**config.mk**
```make
export PLATFORM = sky130hd
export DESIGN_NAME = proc_clk_ctrl_flat
export DESIGN_NICKNAME = d
export VERILOG_FILES = /design/src/rtl/proc_clk_ctrl_if.sv /design/src/rtl/proc_clk_ctrl.sv /design/src/flat_wrapper.sv
export SDC_FILE = /design/constraint.sdc
export NUM_CORES = 1
export LEC_CHECK = 0
export ABC_AREA = 1
export CORE_UTILIZATION = 39
export CTS_CLUSTER_SIZE = 20
export DETAILED_ROUTE_END_ITERATION = 8
export SLEW_MARGIN = 0
export SYNTH_ARGS = -nofsm -noshare
export SYNTH_HDL_FRONTEND = slang
export SYNTH_SLANG_ARGS = --single-unit
```
**constraint.sdc**
```tcl
create_clock -name Clk -period 2.3 [get_ports Clk]
set_input_delay 0.46 -clock Clk [delete_from_list [all_inputs] [get_ports Clk]]
set_output_delay 0.46 -clock Clk [all_outputs]
set_load 0.005 [all_outputs]
```
**src/rtl/proc_clk_ctrl_if.sv**
```systemverilog
// Purpose : control/status bundle between the board-side run controls and
//           the core run controller (proc_clk_ctrl).
// Signals : Mode     2      run mode: 00 HALT, 01 RUN, 10 SLOW, 11 STEP
//           DivVal   DIV_W  slow-run tick period minus 1
//           StepBtn  1      raw asynchronous step/resume button
//           BrkEn    1      breakpoint enable
//           BrkAddr  PC_W   breakpoint address
//           PC       PC_W   core fetch PC
//           ClkEn    1      core clock enable
//           Halted   1      controller is in HALT or BRK
//           BrkHit   1      controller is in BRK
//           CycleCnt CNT_W  enabled cycles since reset, wrapping
// Modports: master drives the controls (board side), slave is the controller.
interface proc_clk_ctrl_if #(
   parameter int DIV_W = 27,
   parameter int PC_W  = 32,
   parameter int CNT_W = 32
);
   logic [1:0]       Mode;
   logic [DIV_W-1:0] DivVal;
   logic             StepBtn;
   logic             BrkEn;
   logic [PC_W-1:0]  BrkAddr;
   logic [PC_W-1:0]  PC;
   logic             ClkEn;
   logic             Halted;
   logic             BrkHit;
   logic [CNT_W-1:0] CycleCnt;

   modport master (
      output Mode, DivVal, StepBtn, BrkEn, BrkAddr, PC,
      input  ClkEn, Halted, BrkHit, CycleCnt
   );

   modport slave (
      input  Mode, DivVal, StepBtn, BrkEn, BrkAddr, PC,
      output ClkEn, Halted, BrkHit, CycleCnt
   );
endinterface

```
**src/rtl/proc_clk_ctrl.sv**
```systemverilog
// Purpose : run controller for the 5-stage core. Generates the core clock
//           enable in HALT, RUN, SLOW (divided tick) and debounced single-step
//           modes, and freezes the core on a PC breakpoint before the
//           breakpoint instruction executes.
// Ports   : Clk  board clock
//           Rst  synchronous active-high reset
//           bus  proc_clk_ctrl_if.slave (controls in, ClkEn/status out)
module proc_clk_ctrl #(
   parameter int DIV_W   = 27,
   parameter int DEB_CNT = 1_000_000,
   parameter int PC_W    = 32,
   parameter int CNT_W   = 32
) (
   input logic           Clk,
   input logic           Rst,
   proc_clk_ctrl_if.slave bus
);

   localparam int DEB_W = (DEB_CNT > 1) ? $clog2(DEB_CNT) : 1;
   localparam logic [DEB_W-1:0] DEB_MAX = DEB_W'(DEB_CNT - 1);

   typedef enum logic [2:0] {
      ST_HALT = 3'd0,
      ST_RUN  = 3'd1,
      ST_SLOW = 3'd2,
      ST_STEP = 3'd3,
      ST_BRK  = 3'd4
   } state_t;

   state_t           state_r;
   state_t           state_nxt_s;
   logic             sync1_r;
   logic             sync2_r;
   logic             level_r;
   logic             level_d_r;
   logic [DEB_W-1:0] deb_cnt_r;
   logic             step_req_s;
   logic [DIV_W-1:0] div_cnt_r;
   logic             tick_s;
   logic             hit_s;
   logic             skip_r;
   logic             clk_en_s;
   logic             halted_r;
   logic             brk_hit_r;
   logic [CNT_W-1:0] cycle_cnt_r;
   logic [PC_W-1:0]  pc_s;
   logic [PC_W-1:0]  brk_addr_s;

   // Switch position to the state it selects.
   function automatic state_t mode_state(input logic [1:0] m);
      case (m)
         2'b00:   return ST_HALT;
         2'b01:   return ST_RUN;
         2'b10:   return ST_SLOW;
         default: return ST_STEP;
      endcase
   endfunction

   assign pc_s       = bus.PC;
   assign brk_addr_s = bus.BrkAddr;

   // Two-flop synchroniser for the raw step button.
   always_ff @(posedge Clk) begin
      if (Rst) begin
         sync1_r <= 1'b0;
         sync2_r <= 1'b0;
      end else begin
         sync1_r <= bus.StepBtn;
         sync2_r <= sync1_r;
      end
   end

   // Debouncer: level follows the synchronised input only after it has
   // disagreed for DEB_CNT consecutive cycles; any agreement restarts the count.
   always_ff @(posedge Clk) begin
      if (Rst) begin
         level_r   <= 1'b0;
         level_d_r <= 1'b0;
         deb_cnt_r <= {DEB_W{1'b0}};
      end else begin
         level_d_r <= level_r;
         if (sync2_r == level_r) begin
            deb_cnt_r <= {DEB_W{1'b0}};
         end else if (deb_cnt_r == DEB_MAX) begin
            level_r   <= sync2_r;
            deb_cnt_r <= {DEB_W{1'b0}};
         end else begin
            deb_cnt_r <= deb_cnt_r + DEB_W'(1'b1);
         end
      end
   end

   assign step_req_s = level_r & ~level_d_r;

   // Slow-run divider: free-runs 0..DivVal only while in SLOW, else parked at 0
   // so entering SLOW always waits a full period for the first tick.
   always_ff @(posedge Clk) begin
      if (Rst) begin
         div_cnt_r <= {DIV_W{1'b0}};
      end else if (state_r == ST_SLOW) begin
         if (tick_s) begin
            div_cnt_r <= {DIV_W{1'b0}};
         end else begin
            div_cnt_r <= div_cnt_r + DIV_W'(1'b1);
         end
      end else begin
         div_cnt_r <= {DIV_W{1'b0}};
      end
   end

   // FSM state register.
   always_ff @(posedge Clk) begin
      if (Rst) begin
         state_r <= ST_HALT;
      end else begin
         state_r <= state_nxt_s;
      end
   end

   // FSM next-state logic.
   always_comb begin
      state_nxt_s = state_r;
      case (state_r)
         ST_RUN, ST_SLOW: begin
            if (hit_s) begin
               state_nxt_s = ST_BRK;
            end else begin
               state_nxt_s = mode_state(bus.Mode);
            end
         end
         ST_BRK: begin
            // Only a step press or the HALT switch leaves a breakpoint.
            if (step_req_s) begin
               state_nxt_s = mode_state(bus.Mode);
            end else if (bus.Mode == 2'b00) begin
               state_nxt_s = ST_HALT;
            end else begin
               state_nxt_s = ST_BRK;
            end
         end
         ST_HALT, ST_STEP: begin
            state_nxt_s = mode_state(bus.Mode);
         end
         default: begin
            state_nxt_s = ST_HALT;
         end
      endcase
   end

   // FSM output logic: clock enable from registered state and live PC/step/tick.
   always_comb begin
      tick_s   = (state_r == ST_SLOW) && (div_cnt_r == bus.DivVal);
      hit_s    = bus.BrkEn && (pc_s == brk_addr_s) && !skip_r;
      clk_en_s = 1'b0;
      case (state_r)
         ST_RUN:  clk_en_s = !hit_s;
         ST_SLOW: clk_en_s = tick_s && !hit_s;
         ST_STEP: clk_en_s = step_req_s;
         ST_BRK:  clk_en_s = step_req_s;
         ST_HALT: clk_en_s = 1'b0;
         default: clk_en_s = 1'b0;
      endcase
   end

   // Breakpoint skip flag: armed by a resume from BRK, dropped on the next
   // enabled cycle so the breakpoint instruction runs once without re-hitting.
   always_ff @(posedge Clk) begin
      if (Rst) begin
         skip_r <= 1'b0;
      end else if ((state_r == ST_BRK) && step_req_s) begin
         skip_r <= 1'b1;
      end else if (clk_en_s) begin
         skip_r <= 1'b0;
      end else begin
         skip_r <= skip_r;
      end
   end

   // Registered status decodes and the enabled-cycle counter.
   always_ff @(posedge Clk) begin
      if (Rst) begin
         halted_r    <= 1'b1;
         brk_hit_r   <= 1'b0;
         cycle_cnt_r <= {CNT_W{1'b0}};
      end else begin
         halted_r  <= (state_nxt_s == ST_HALT) || (state_nxt_s == ST_BRK);
         brk_hit_r <= (state_nxt_s == ST_BRK);
         if (clk_en_s) begin
            cycle_cnt_r <= cycle_cnt_r + CNT_W'(1'b1);
         end else begin
            cycle_cnt_r <= cycle_cnt_r;
         end
      end
   end

   assign bus.ClkEn    = clk_en_s;
   assign bus.Halted   = halted_r;
   assign bus.BrkHit   = brk_hit_r;
   assign bus.CycleCnt = cycle_cnt_r;

endmodule

```
**src/flat_wrapper.sv**
```systemverilog
// flat-port wrapper written by rule: the top's interface ports become plain ports
module proc_clk_ctrl_flat 
#(
   parameter int DIV_W   = 27,
   parameter int DEB_CNT = 1_000_000,
   parameter int PC_W    = 32,
   parameter int CNT_W   = 32
)
  (Clk, Rst, bus_Mode, bus_DivVal, bus_StepBtn, bus_BrkEn, bus_BrkAddr, bus_PC, bus_ClkEn, bus_Halted, bus_BrkHit, bus_CycleCnt);
  proc_clk_ctrl_if #(.DIV_W(DIV_W), .PC_W(PC_W), .CNT_W(CNT_W)) bus_i ();
  input logic Clk;
  input logic Rst;
  input wire logic [$bits(bus_i.Mode)-1:0] bus_Mode;
  input wire logic [$bits(bus_i.DivVal)-1:0] bus_DivVal;
  input wire logic [$bits(bus_i.StepBtn)-1:0] bus_StepBtn;
  input wire logic [$bits(bus_i.BrkEn)-1:0] bus_BrkEn;
  input wire logic [$bits(bus_i.BrkAddr)-1:0] bus_BrkAddr;
  input wire logic [$bits(bus_i.PC)-1:0] bus_PC;
  output wire logic [$bits(bus_i.ClkEn)-1:0] bus_ClkEn;
  output wire logic [$bits(bus_i.Halted)-1:0] bus_Halted;
  output wire logic [$bits(bus_i.BrkHit)-1:0] bus_BrkHit;
  output wire logic [$bits(bus_i.CycleCnt)-1:0] bus_CycleCnt;
  assign bus_i.Mode = bus_Mode;
  assign bus_i.DivVal = bus_DivVal;
  assign bus_i.StepBtn = bus_StepBtn;
  assign bus_i.BrkEn = bus_BrkEn;
  assign bus_i.BrkAddr = bus_BrkAddr;
  assign bus_i.PC = bus_PC;
  assign bus_ClkEn = bus_i.ClkEn;
  assign bus_Halted = bus_i.Halted;
  assign bus_BrkHit = bus_i.BrkHit;
  assign bus_CycleCnt = bus_i.CycleCnt;
  proc_clk_ctrl #(.DIV_W(DIV_W), .DEB_CNT(DEB_CNT), .PC_W(PC_W), .CNT_W(CNT_W)) u_core (.Clk(Clk), .Rst(Rst), .bus(bus_i));
endmodule
```
==> impl_metrics.yaml <==
drt:
  via_per_inst: 4.73
  wl_per_cell_um: 12.5
  drt_first_iter_violations: 348
  totalWireLength_um: 14900
  dr_total_vias: 5634
  first_pass_iters: 6
  drc: 0
  postRouteAntennaNets: 0
critical_path:
  r2r_end: "u_core.bus.CycleCnt[30]"
  critical_path.max_fanout: 2
  required_ns: 1.84
  setup.worst_path.class: "input port to output port"
  r2r.worst_path.cells: 9
  crit_arrival_ns: 1.75
  rrSetupSlack_ns: 0.32
  endpoint_kind: "output port"
  reg2reg_from: "u_core.bus.CycleCnt[0]"
  start_kind: "input port"
  critPathLaunch: "bus_DivVal[22]"
min_path:
  hp-class: "register to register"
  min_from: "u_core.sync1_r"
  min_to: "u_core.sync2_r"
  hold_depth: 2
placement:
  dpl_cell_area_um2: 7400
  place_congestion: 0.910
  post-place-ws_ns: -0.490
  io_buffers: 131
  dp_hpwl_um: 11400
timing:
  worst_slack_ns: 0.0854
  worst_pin_slew_ns: 0.616
  timing.final.crit_share_pct: 96.3
  drv_slew: 0
  rsz0062_at_grt: "false"
  max-slew-margin-rel_pct: 58.9
  fin_skew_ns: 0.00566
  period_minus_slack_ns: 2.21
  finalSetupViolations: 0
  hold_violations: 0
  fmax_mhz: 452
  hold_ws_ns: 0.425
synthesis:
  synth.avg_cell_area_um2: 6.87
  yosysTopAreaCell: "dfxtp_1"
  synth_area_leaders: "dfxtp_1 (31%), nand2_1 (13%), xnor2_1 (7.6%)"
  ys_seq_area_share_pct: 30.7
  synth_seq_cells: 89
  syn_inst: 844
  ys_types: 38
  synth_top_cell_area_share_pct: 30.7
  yosysWarnings: 0
  syn_nets: 944
  netlist_area_um2: 5800
floorplanning:
  ioPinCount: 132
  die_w_um: 124
  start_util_pct: 39.9
  rows: 44
  die_area_um2: 15400
  dieHeight_um: 124
  core-area_um2: 14500
finish:
  nets: 1101
  fin_util_pct: 54.1
  area_growth_pct: 35.7
  layout-drive-gt1-share_pct: 15.8
  final_cell_area_um2: 7870
  num_antenna_cells: 0
grt:
  grt.overflow.total: 0
  grt_use_total_pct: 20.1
  antenna_found_initial: 0
  grt_max_degree: 41
  grt_pass1_vias: 5101
  grt_pass1_wl_um: 24000
clocking:
  clockBufferDepth: 2
  cts_tree: "done"
  cts_sinks: 89
  clkTransAtPathRegs_ns: 0.06
  clock-root-buffer: "clkbuf_16"
  insertion_delay_ns: 0.35
  cts_hold_buf: 0
  htreeDepth: 3
  cts_inserted_buffers: 9
run_status:
  outcome: "finished clean"
pwr:
  power.density_nw_per_um2: 439
  peakVddDrop_v: 0.000370
  p_leak_nw: 3.28
job:
  drv_cap: 0
-- state kept, by name, indices dropped and copies added, names as in the netlist --
signal and flops:
u_core.bus.CycleCnt 32, u_core.div_cnt_r 27, u_core.deb_cnt_r 20, u_core.state_r 3
u_core.bus.BrkHit 1, u_core.bus.Halted 1, u_core.level_d_r 1, u_core.level_r 1
u_core.skip_r 1, u_core.sync1_r 1, u_core.sync2_r 1
-- cell usage after synthesis --
cell and n:
nor3b_2 1, nand2_1 198, nand3_2 5, nand2_8 1
xor2_1 28, nand4_2 2, or2_2 6, xnor2_1 50
nor4_1 8, o21ai_0 7, o21ai_2 1, a21oi_2 28
buf_12 3, nor2_2 5, or2_1 1, inv_2 2
a211oi_1 2, nor2_4 4, nor3_1 30, and3_1 1
nor3b_1 12, nand2_4 2, dfxtp_1 89, nor4_2 1
inv_1 94, clkbuf_1 3, or2_0 3, nor3_4 2
nand2_2 34, a21oi_1 22, nand4_1 24, nand3_1 54
buf_2 10, buf_1 1, ha_1 3, or3_1 1
o31ai_1 1, nor2_1 105
-- cell usage in the layout (no fill, tap or decap), types with 3 or more instances in the layout --
cell,instances
buf_4,31
ha_1,3
nor2_1,99
inv_2,4
or2_0,3
inv_1,92
nor2_2,10
a21oi_1,22
nand3_1,52
nand2_2,35
clkdlybuf4s50_1,51
o21ai_1,5
nor2_4,5
nor4_1,8
nor3_1,29
xnor2_1,46
clkbuf_16,9
or2_2,6
dfxtp_1,89
xnor2_2,4
nand2_1,197
dlygate4sd2_1,44
a21oi_2,28
nor3b_1,12
nand3_2,7
nand4_1,24
dlymetal6s2s_1,34
xor2_1,28
-- worst max-delay path: stages --
cell,delay (ns)
clkdlybuf4s50_1,0.51
xnor2_1,0.13
nand4_1,0.13
nor2_2,0.15
nand2_2,0.08
nand2_2,0.07
nand2_4,0.07
nand2_8,0.06
buf_6,0.09
-- layout make-up --
class	instances	area (um^2)
Sequential cell	89	1780
Timing Repair Buffer	163	1590
Inverter	96	360
Clock inverter	4	51.3
Clock buffer	12	256
Tap cell	184	230
Multi-Input combinational cell	642	3600
Fill cell	1533	6670
-- cell families (layout without fill, tap and decap cells) --
| kind of cell | count (synthesis) | after routing | synth area share, % |
|---|---|---|---|
| simple gates | 500 | 500 | 41.2 |
| buf+inv | 113 | 275 | 8.37 |
| flops | 89 | 89 | 30.7 |
| xor+xnor | 78 | 78 | 11.8 |
| compound gates | 61 | 61 | 7.27 |
| fa+ha+maj | 3 | 3 | 0.648 |
-- layer usage --
metal	up-vias	share of wire, %	track usage [%]
met5	-	0	0
met4	0	1.1	5.43
met3	13	4.7	3.43
met2	119	46	33.8
met1	2492	48	26.4
li1	3010	-	-
-- stage by stage --
step / power (mW) / instances / setup TNS [ns]
6_report: 3.46 / 1190 / 0
5_1_grt: 3.59 / 1190 / 0
4_1_cts: 3.50 / 1189 / 0
3_5_place_dp: 2.00 / 1166 / -8.39
3_3_place_gp: 1.99 / 1166 / -7.55
2_1_floorplan: 1.78 / 844 / 0
-- how the worst max path moves through the flow --
| stage | end | slack, ns |
|---|---|---|
| 2_1_floorplan | bus_ClkEn | 0.42 |
| 3_3_place_gp | bus_ClkEn | -0.47 |
| 3_5_place_dp | bus_ClkEn | -0.49 |
| 4_1_cts | bus_ClkEn | 0.0002 |
| 5_1_grt | bus_ClkEn | 0.01 |
| 6_report | bus_ClkEn | 0.09 |
-- timing repair --
action                     in CTS  in global routing
setup endpoints to repair       1                  7
resized for setup              57                 48
setup buffers                   7                  1
pin swaps                      46                 35
-- power by group --
| group | internal, mW | total, mW | switching (mW) | leakage, nW |
|---|---|---|---|---|
| logic | 0.200 | 0.375 | 0.175 | 2.41 |
| clock network | 0.902 | 1.52 | 0.619 | 0.149 |
| registers | 1.55 | 1.56 | 0.0101 | 0.718 |
| total | 2.65 | 3.46 | 0.804 | 3.28 |
(Power assumes the default switching activity.)
